==> config.mk <==
export PLATFORM = sky130hd
export DESIGN_NAME = gray_conv_sched_flat
export DESIGN_NICKNAME = d
export VERILOG_FILES = /design/src/rtl/gray_conv_sched_pkg.sv /design/src/rtl/gray_conv_sched_if.sv /design/src/rtl/gray_conv_sched_rr_arb.sv /design/src/rtl/gray_conv_sched.sv /design/src/flat_wrapper.sv
export SDC_FILE = /design/constraint.sdc
export NUM_CORES = 1
export LEC_CHECK = 0
export BUFFER_PORTS_ARGS = -buffer_cell sky130_fd_sc_hd__buf_4
export CAP_MARGIN = 20
export CELL_PAD_IN_SITES_DETAIL_PLACEMENT = 1
export CELL_PAD_IN_SITES_GLOBAL_PLACEMENT = 1
export CORE_UTILIZATION = 39
export DETAILED_ROUTE_END_ITERATION = 8
export PLACE_DENSITY_LB_ADDON = 0.05
export RECOVER_POWER = 100
export SLEW_MARGIN = 20
export SYNTH_ARGS = -nofsm -noshare
export SYNTH_HDL_FRONTEND = slang
export SYNTH_SLANG_ARGS = --single-unit
==> constraint.sdc <==
create_clock -name clk -period 3.8 [get_ports clk]
set_input_delay 1.14 -clock clk [delete_from_list [all_inputs] [get_ports clk]]
set_output_delay 1.14 -clock clk [all_outputs]
set_load 0.1 [all_outputs]
==> src/rtl/gray_conv_sched_pkg.sv <==
// Shared types and helpers for the gray_conv_sched scheduler.
// The conversion helper works on a wide word; callers size the argument and result to their W.
package gray_pkg;

    localparam int W_DEF  = 4;
    localparam int N_DEF  = 4;
    localparam int GW_MAX = 32;

    typedef enum logic [1:0] {
        IDLE = 2'd0,
        B2G  = 2'd1,
        G2B  = 2'd2,
        RESP = 2'd3
    } state_t;

    // Zero-extended inputs give g[W-1] = b[W-1] at any W up to GW_MAX.
    function automatic logic [GW_MAX-1:0] bin2gray(input logic [GW_MAX-1:0] b);
        return b ^ (b >> 1);
    endfunction

endpackage

==> src/rtl/gray_conv_sched_if.sv <==
// Request/response bundle between requesters, the scheduler and the result consumer.
interface gray_conv_sched_if #(
    parameter int W = gray_pkg::W_DEF,
    parameter int N = gray_pkg::N_DEF
);
    localparam int IDW = $clog2(N);

    logic [N-1:0]   req_valid;
    logic [N-1:0]   req_ready;
    logic [N*W-1:0] req_data;
    logic [N-1:0]   req_mode;
    logic           resp_valid;
    logic           resp_ready;
    logic [W-1:0]   resp_data;
    logic [IDW-1:0] resp_id;
    logic           resp_mode;

    modport master (
        output req_valid, req_data, req_mode, resp_ready,
        input  req_ready, resp_valid, resp_data, resp_id, resp_mode
    );

    modport slave (
        input  req_valid, req_data, req_mode, resp_ready,
        output req_ready, resp_valid, resp_data, resp_id, resp_mode
    );

endinterface

==> src/rtl/gray_conv_sched_rr_arb.sv <==
// Round-robin arbiter: first valid requester searching upward from last_id+1 (mod N).
module gray_rr_arb #(
    parameter int N = 4,
    localparam int IDW = $clog2(N)
) (
    input  logic [N-1:0]   req_valid,
    input  logic [IDW-1:0] last_id,
    input  logic           enable,
    output logic [N-1:0]   grant,
    output logic [IDW-1:0] gnt_id
);

    // Rotating priority search; the first hit latches and blocks later candidates.
    always_comb begin
        logic found;
        grant  = {N{1'b0}};
        gnt_id = {IDW{1'b0}};
        found  = 1'b0;
        for (int k = 1; k <= N; k++) begin
            int  idx;
            logic hit;
            idx = int'(last_id) + k;
            idx = (idx >= N) ? (idx - N) : idx;
            hit = enable & ~found & req_valid[idx];
            grant[idx] = hit;
            gnt_id = hit ? IDW'(idx) : gnt_id;
            found  = found | hit;
        end
    end

endmodule

==> src/rtl/gray_conv_sched.sv <==
// Scheduler top: arbitration, FSM, serial Gray->binary bit counter and held response register.
module gray_conv_sched
    import gray_pkg::*;
#(
    parameter int W = W_DEF,
    parameter int N = N_DEF
) (
    input  logic               clk,
    input  logic               rst_n,
    gray_conv_sched_if.slave   bus,
    output logic               busy
);

    localparam int IDW = $clog2(N);
    localparam int CW  = $clog2(W);

    state_t          state_r, state_s;
    logic [IDW-1:0]  last_id_r;
    logic [W-1:0]    data_r;
    logic            mode_r;
    logic [IDW-1:0]  id_r;
    logic [CW-1:0]   cnt_r;
    logic [W-1:0]    res_r, res_s;
    logic            prev_s, bit_s;
    logic [W-1:0]    gray_s;
    logic            resp_valid_r, resp_mode_r, busy_r;
    logic [W-1:0]    resp_data_r;
    logic [IDW-1:0]  resp_id_r;
    logic [N-1:0]    grant_s;
    logic [IDW-1:0]  gnt_id_s;
    logic            arb_en_s, xfer_s, sel_mode_s;
    logic [W-1:0]    sel_data_s;

    // Grants are suppressed while reset is asserted so req_ready reads 0 immediately.
    assign arb_en_s = (state_r == IDLE) & rst_n;

    gray_rr_arb #(.N(N)) u_arb (
        .req_valid (bus.req_valid),
        .last_id   (last_id_r),
        .enable    (arb_en_s),
        .grant     (grant_s),
        .gnt_id    (gnt_id_s)
    );

    assign bus.req_ready  = grant_s;
    assign xfer_s         = |(bus.req_valid & grant_s);
    assign sel_mode_s     = bus.req_mode[gnt_id_s];
    assign sel_data_s     = bus.req_data[int'(gnt_id_s)*W +: W];
    assign gray_s         = W'(bin2gray(GW_MAX'(data_r)));

    assign bus.resp_valid = resp_valid_r;
    assign bus.resp_data  = resp_data_r;
    assign bus.resp_id    = resp_id_r;
    assign bus.resp_mode  = resp_mode_r;
    assign busy           = busy_r;

    // One Gray->binary bit per cycle, MSB first, reusing the bit above from res_r.
    always_comb begin
        res_s  = res_r;
        prev_s = 1'b0;
        if (cnt_r == CW'(W-1)) begin
            prev_s = 1'b0;
        end else begin
            prev_s = res_r[cnt_r + CW'(1)];
        end
        bit_s        = prev_s ^ data_r[cnt_r];
        res_s[cnt_r] = bit_s;
    end

    // Next-state logic.
    always_comb begin
        state_s = state_r;
        case (state_r)
            IDLE: begin
                if (xfer_s) begin
                    state_s = sel_mode_s ? G2B : B2G;
                end else begin
                    state_s = IDLE;
                end
            end
            B2G: state_s = RESP;
            G2B: begin
                if (cnt_r == {CW{1'b0}}) begin
                    state_s = RESP;
                end else begin
                    state_s = G2B;
                end
            end
            RESP: begin
                if (bus.resp_ready) begin
                    state_s = IDLE;
                end else begin
                    state_s = RESP;
                end
            end
            default: state_s = IDLE;
        endcase
    end

    // State register plus status flags registered from the next state.
    always_ff @(posedge clk or negedge rst_n) begin
        if (!rst_n) begin
            state_r      <= IDLE;
            busy_r       <= 1'b0;
            resp_valid_r <= 1'b0;
        end else begin
            state_r      <= state_s;
            busy_r       <= (state_s != IDLE);
            resp_valid_r <= (state_s == RESP);
        end
    end

    // Job capture, conversion datapath, response hold and round-robin pointer.
    always_ff @(posedge clk or negedge rst_n) begin
        if (!rst_n) begin
            last_id_r   <= IDW'(N-1);
            data_r      <= {W{1'b0}};
            mode_r      <= 1'b0;
            id_r        <= {IDW{1'b0}};
            cnt_r       <= {CW{1'b0}};
            res_r       <= {W{1'b0}};
            resp_data_r <= {W{1'b0}};
            resp_id_r   <= {IDW{1'b0}};
            resp_mode_r <= 1'b0;
        end else begin
            case (state_r)
                IDLE: begin
                    if (xfer_s) begin
                        data_r <= sel_data_s;
                        mode_r <= sel_mode_s;
                        id_r   <= gnt_id_s;
                        cnt_r  <= CW'(W-1);
                        res_r  <= {W{1'b0}};
                    end else begin
                        cnt_r  <= cnt_r;
                    end
                end
                B2G: begin
                    resp_data_r <= gray_s;
                    resp_id_r   <= id_r;
                    resp_mode_r <= mode_r;
                end
                G2B: begin
                    res_r <= res_s;
                    cnt_r <= cnt_r - CW'(1);
                    if (cnt_r == {CW{1'b0}}) begin
                        resp_data_r <= res_s;
                        resp_id_r   <= id_r;
                        resp_mode_r <= mode_r;
                    end else begin
                        resp_data_r <= resp_data_r;
                    end
                end
                RESP: begin
                    if (bus.resp_ready) begin
                        last_id_r <= resp_id_r;
                    end else begin
                        last_id_r <= last_id_r;
                    end
                end
                default: begin
                    cnt_r <= {CW{1'b0}};
                end
            endcase
        end
    end

endmodule
==> src/flat_wrapper.sv <==
// flat-port wrapper written by rule: the top's interface ports become plain ports
module gray_conv_sched_flat import gray_pkg::*;
#(
    parameter int W = W_DEF,
    parameter int N = N_DEF
)
  (clk, rst_n, busy, bus_req_valid, bus_req_data, bus_req_mode, bus_resp_ready, bus_req_ready, bus_resp_valid, bus_resp_data, bus_resp_id, bus_resp_mode);
  gray_conv_sched_if #(.W(W), .N(N)) bus_i ();
  input  logic clk;
  input  logic rst_n;
  output logic busy;
  input wire logic [$bits(bus_i.req_valid)-1:0] bus_req_valid;
  input wire logic [$bits(bus_i.req_data)-1:0] bus_req_data;
  input wire logic [$bits(bus_i.req_mode)-1:0] bus_req_mode;
  input wire logic [$bits(bus_i.resp_ready)-1:0] bus_resp_ready;
  output wire logic [$bits(bus_i.req_ready)-1:0] bus_req_ready;
  output wire logic [$bits(bus_i.resp_valid)-1:0] bus_resp_valid;
  output wire logic [$bits(bus_i.resp_data)-1:0] bus_resp_data;
  output wire logic [$bits(bus_i.resp_id)-1:0] bus_resp_id;
  output wire logic [$bits(bus_i.resp_mode)-1:0] bus_resp_mode;
  assign bus_i.req_valid = bus_req_valid;
  assign bus_i.req_data = bus_req_data;
  assign bus_i.req_mode = bus_req_mode;
  assign bus_i.resp_ready = bus_resp_ready;
  assign bus_req_ready = bus_i.req_ready;
  assign bus_resp_valid = bus_i.resp_valid;
  assign bus_resp_data = bus_i.resp_data;
  assign bus_resp_id = bus_i.resp_id;
  assign bus_resp_mode = bus_i.resp_mode;
  gray_conv_sched #(.W(W), .N(N)) u_core (.clk(clk), .rst_n(rst_n), .bus(bus_i), .busy(busy));
endmodule
==> metrics <==
status=finished, violations left; failing checks=negative setup slack; drt drc=0; H-tree depth=1; M3 GR Usage=1.720%; Yosys Warn Count=0; final hold vios=0; clk slew on worst S/H paths=100 ps; vias per std cell=5.429; worst-path fanout max=7; main combinational cell family by area after synthesis=multiplexers; # placed instances=323; met2 usage=39.19%; vias in the first global route=1862; DRT iter0 DRCs=35; Synth async-reset ratio=100.0%; Synth Area in XOR/XNOR=1.656%; Max clock buf depth=2; Synth Flop Type=dfrtp_1; fin nets=301; crit start category=input pin; Max Slew Vio Count=0; Worst Clk Skew=9.865 ps; f_max=0.2552 GHz; TritonCTS buffer count=3; Seq/Total Area, Yosys=30.87%; post-synth cell types=49; layout cells sized above 1=37.93%; routed vias=1797; utilization after layout=53.02%; CTS Sinks=26; count leader, synth=dfrtp_1; # diodes=0; initial antenna violation count=0; largest area contributor in the netlist=dfrtp_1; largest net degree at the start of global routing=27; Worst-Skew Late Latency=270 ps; GRT Max-Usage Layer=met2; Synth Area per Inst=9.933 sq um; FF+latch count, synth=26; hpwl dp=4312 um; Final setup viols=4; initial core utilization=40.90%; Root Buffer=clkbuf_8; element type at the critical path end=output port; GRT Util Overall=20.61%; Post-Route WL=5608 um; Simple-Gate Fraction of Synth Area=14.78%; post-layout min period=3918 ps; grt ovf=0; relative slew slack=8.617%; Layout Cells excl Fill=331; critical path start-end classification=input pin to output port; Synth Cell Area=2116 sq um; IO buf count=39; adder-cell share of the synthesized area=7.096%; fin crit share=103.1%; number of enable flip-flop cells after synthesis=0; global routing usage on met1=24.42%; Die ar.=5724 sq um; overall power after layout=2.376 mW; PnR worst setup slack=-118.0 ps; ranking of synthesized cells by area=dfrtp_1 (28%), mux2i_1 (10%), ha_1 (7.1%), mux2_2 (4.8%), mux4_2 (4.3%); PwrDens=866.4 nW/um^2; top cell type's share of synthesized area=28.39%; area delta synth->final=29.63%; row count=26; RSZ-0062 raised after global routing=yes; WP data required=2660 ps; Chip Width=75.66 um; Worst-Margin Slew=1371 ps; commonest cells in the netlist=dfrtp_1 (24), mux2i_1 (22), nand2_1 (19); Placeable Area=5172 sq um; drt first pass iters=4; Ports=40; multiplexer area fraction after synthesis=20.70%; Leak=1.279 nW; net count after synthesis=252; maximum vdd drop=0.0006022 V; RD Place Congestion=0.8250; Die Y=75.66 um; global-route wire length before repair=8825 um; Mapped Cells=213; max-cap violation count=0; Arrival @ worst endpoint=2780 ps; CTS tree=yes; post-DR wirelength/cell=16.94 um; DRT antenna net count=0; Hold/Removal Path Class=flop to flop; post-synthesis compound-gate area fraction=16.62%
## metal layers
layer / wire length (um) / vias to the layer above / share of wire (%)
met5: 0 / - / 0
met2: 3118 / 18 / 56
met4: 91 / 0 / 1.6
li1: - / 869 / -
met1: 2343 / 901 / 42
met3: 55 / 9 / 0.98
## stage by stage
step	cell area, sq um	hold slack, ps	setup WS, ps	setup TNS, ps
2_1_floorplan	2183	475.0	-195.1	-672.0
3_3_place_gp	2546	478.7	-179.9	-673.7
3_5_place_dp	2546	492.1	-209.5	-765.8
4_1_cts	2731	514.6	-106.0	-391.4
5_1_grt	2743	536.9	-163.4	-595.4
6_report	2743	505.4	-118.0	-348.5
## timing repair
action                                  CTS  global route
pin swaps                                 4             1
hold buffers                              0             0
endpoints found under the setup margin    4             4
gates resized for setup                  24            10
buffers inserted                          2             2
## final timing paths
check	start	slack, ps	to	cells past startpoint
max reg2reg	u_core.last_id_r[0]	300	u_core.state_r[1]	9
min	u_core.bus.resp_data[2]	510	u_core.bus.resp_data[2]	2
max	bus_req_valid[1]	-120	bus_req_ready[3]	6
min in group asynchronous	rst_n	1280	u_core.state_r[1]	2
min reg2reg	u_core.bus.resp_data[2]	510	u_core.bus.resp_data[2]	2
max in group asynchronous	rst_n	1710	u_core.data_r[3]	2
## flip-flops by register name, summed over array words and instances (netlist names)
| name | count |
|---|---|
| u_core.bus.resp_data | 4 |
| u_core.data_r | 4 |
| u_core.res_r | 4 |
| u_core.bus.resp_id | 2 |
| u_core.cnt_r | 2 |
| u_core.id_r | 2 |
| u_core.last_id_r | 2 |
| u_core.state_r | 2 |
| u_core.bus.resp_mode | 1 |
| u_core.bus.resp_valid | 1 |
| u_core.busy | 1 |
| u_core.mode_r | 1 |
## worst max-delay path, cell delays in order
cell and delay, ps:
buf_8 100, mux4_2 540, a2111oi_4 430, a21oi_1 190, o21ai_4 180, buf_12 190
## cells in the final DEF, fill, tap and decap left out, types with 3 or more instances in the layout
master	instances
buf_4	38
dfrtp_1	24
mux2i_1	22
nand2_1	18
nor2_1	15
ha_1	12
a21oi_1	10
clkbuf_1	10
mux2_2	9
inv_1	8
o21ai_0	8
a21oi_2	5
mux4_2	4
nor3_2	4
o21ai_4	4
a22oi_1	4
nor2b_1	4
a211oi_1	4
buf_12	4
xor2_1	3
a31o_1	3
clkbuf_8	3
buf_8	3
## layout make-up
type | instances | area (sq um)
Clock buffer | 3 | 41.29
Clock inverter | 1 | 30.03
Fill cell | 584 | 2430
Inverter | 8 | 30.03
Multi-Input combinational cell | 163 | 1410
Sequential cell | 26 | 653.1
Tap cell | 70 | 87.58
Timing Repair Buffer | 60 | 490.5
## kinds of logic after synthesis
kind of cell | Yosys count
xor gates and xnor gates | 4
AOI/OAI and AO/OA | 53
buffers and inverters | 24
adders and majority gates | 12
and+or+nand+nor | 58
DFF | 26
muxes | 36
## report_power, final
| group | total (mW) | switching (mW) | internal (mW) |
|---|---|---|---|
| logic | 1.61 | 1.03 | 0.585 |
| registers | 0.537 | 0.122 | 0.415 |
| clock network | 0.228 | 0.0875 | 0.141 |
| total | 2.38 | 1.24 | 1.14 |
Power figures use the tool's default switching activity.
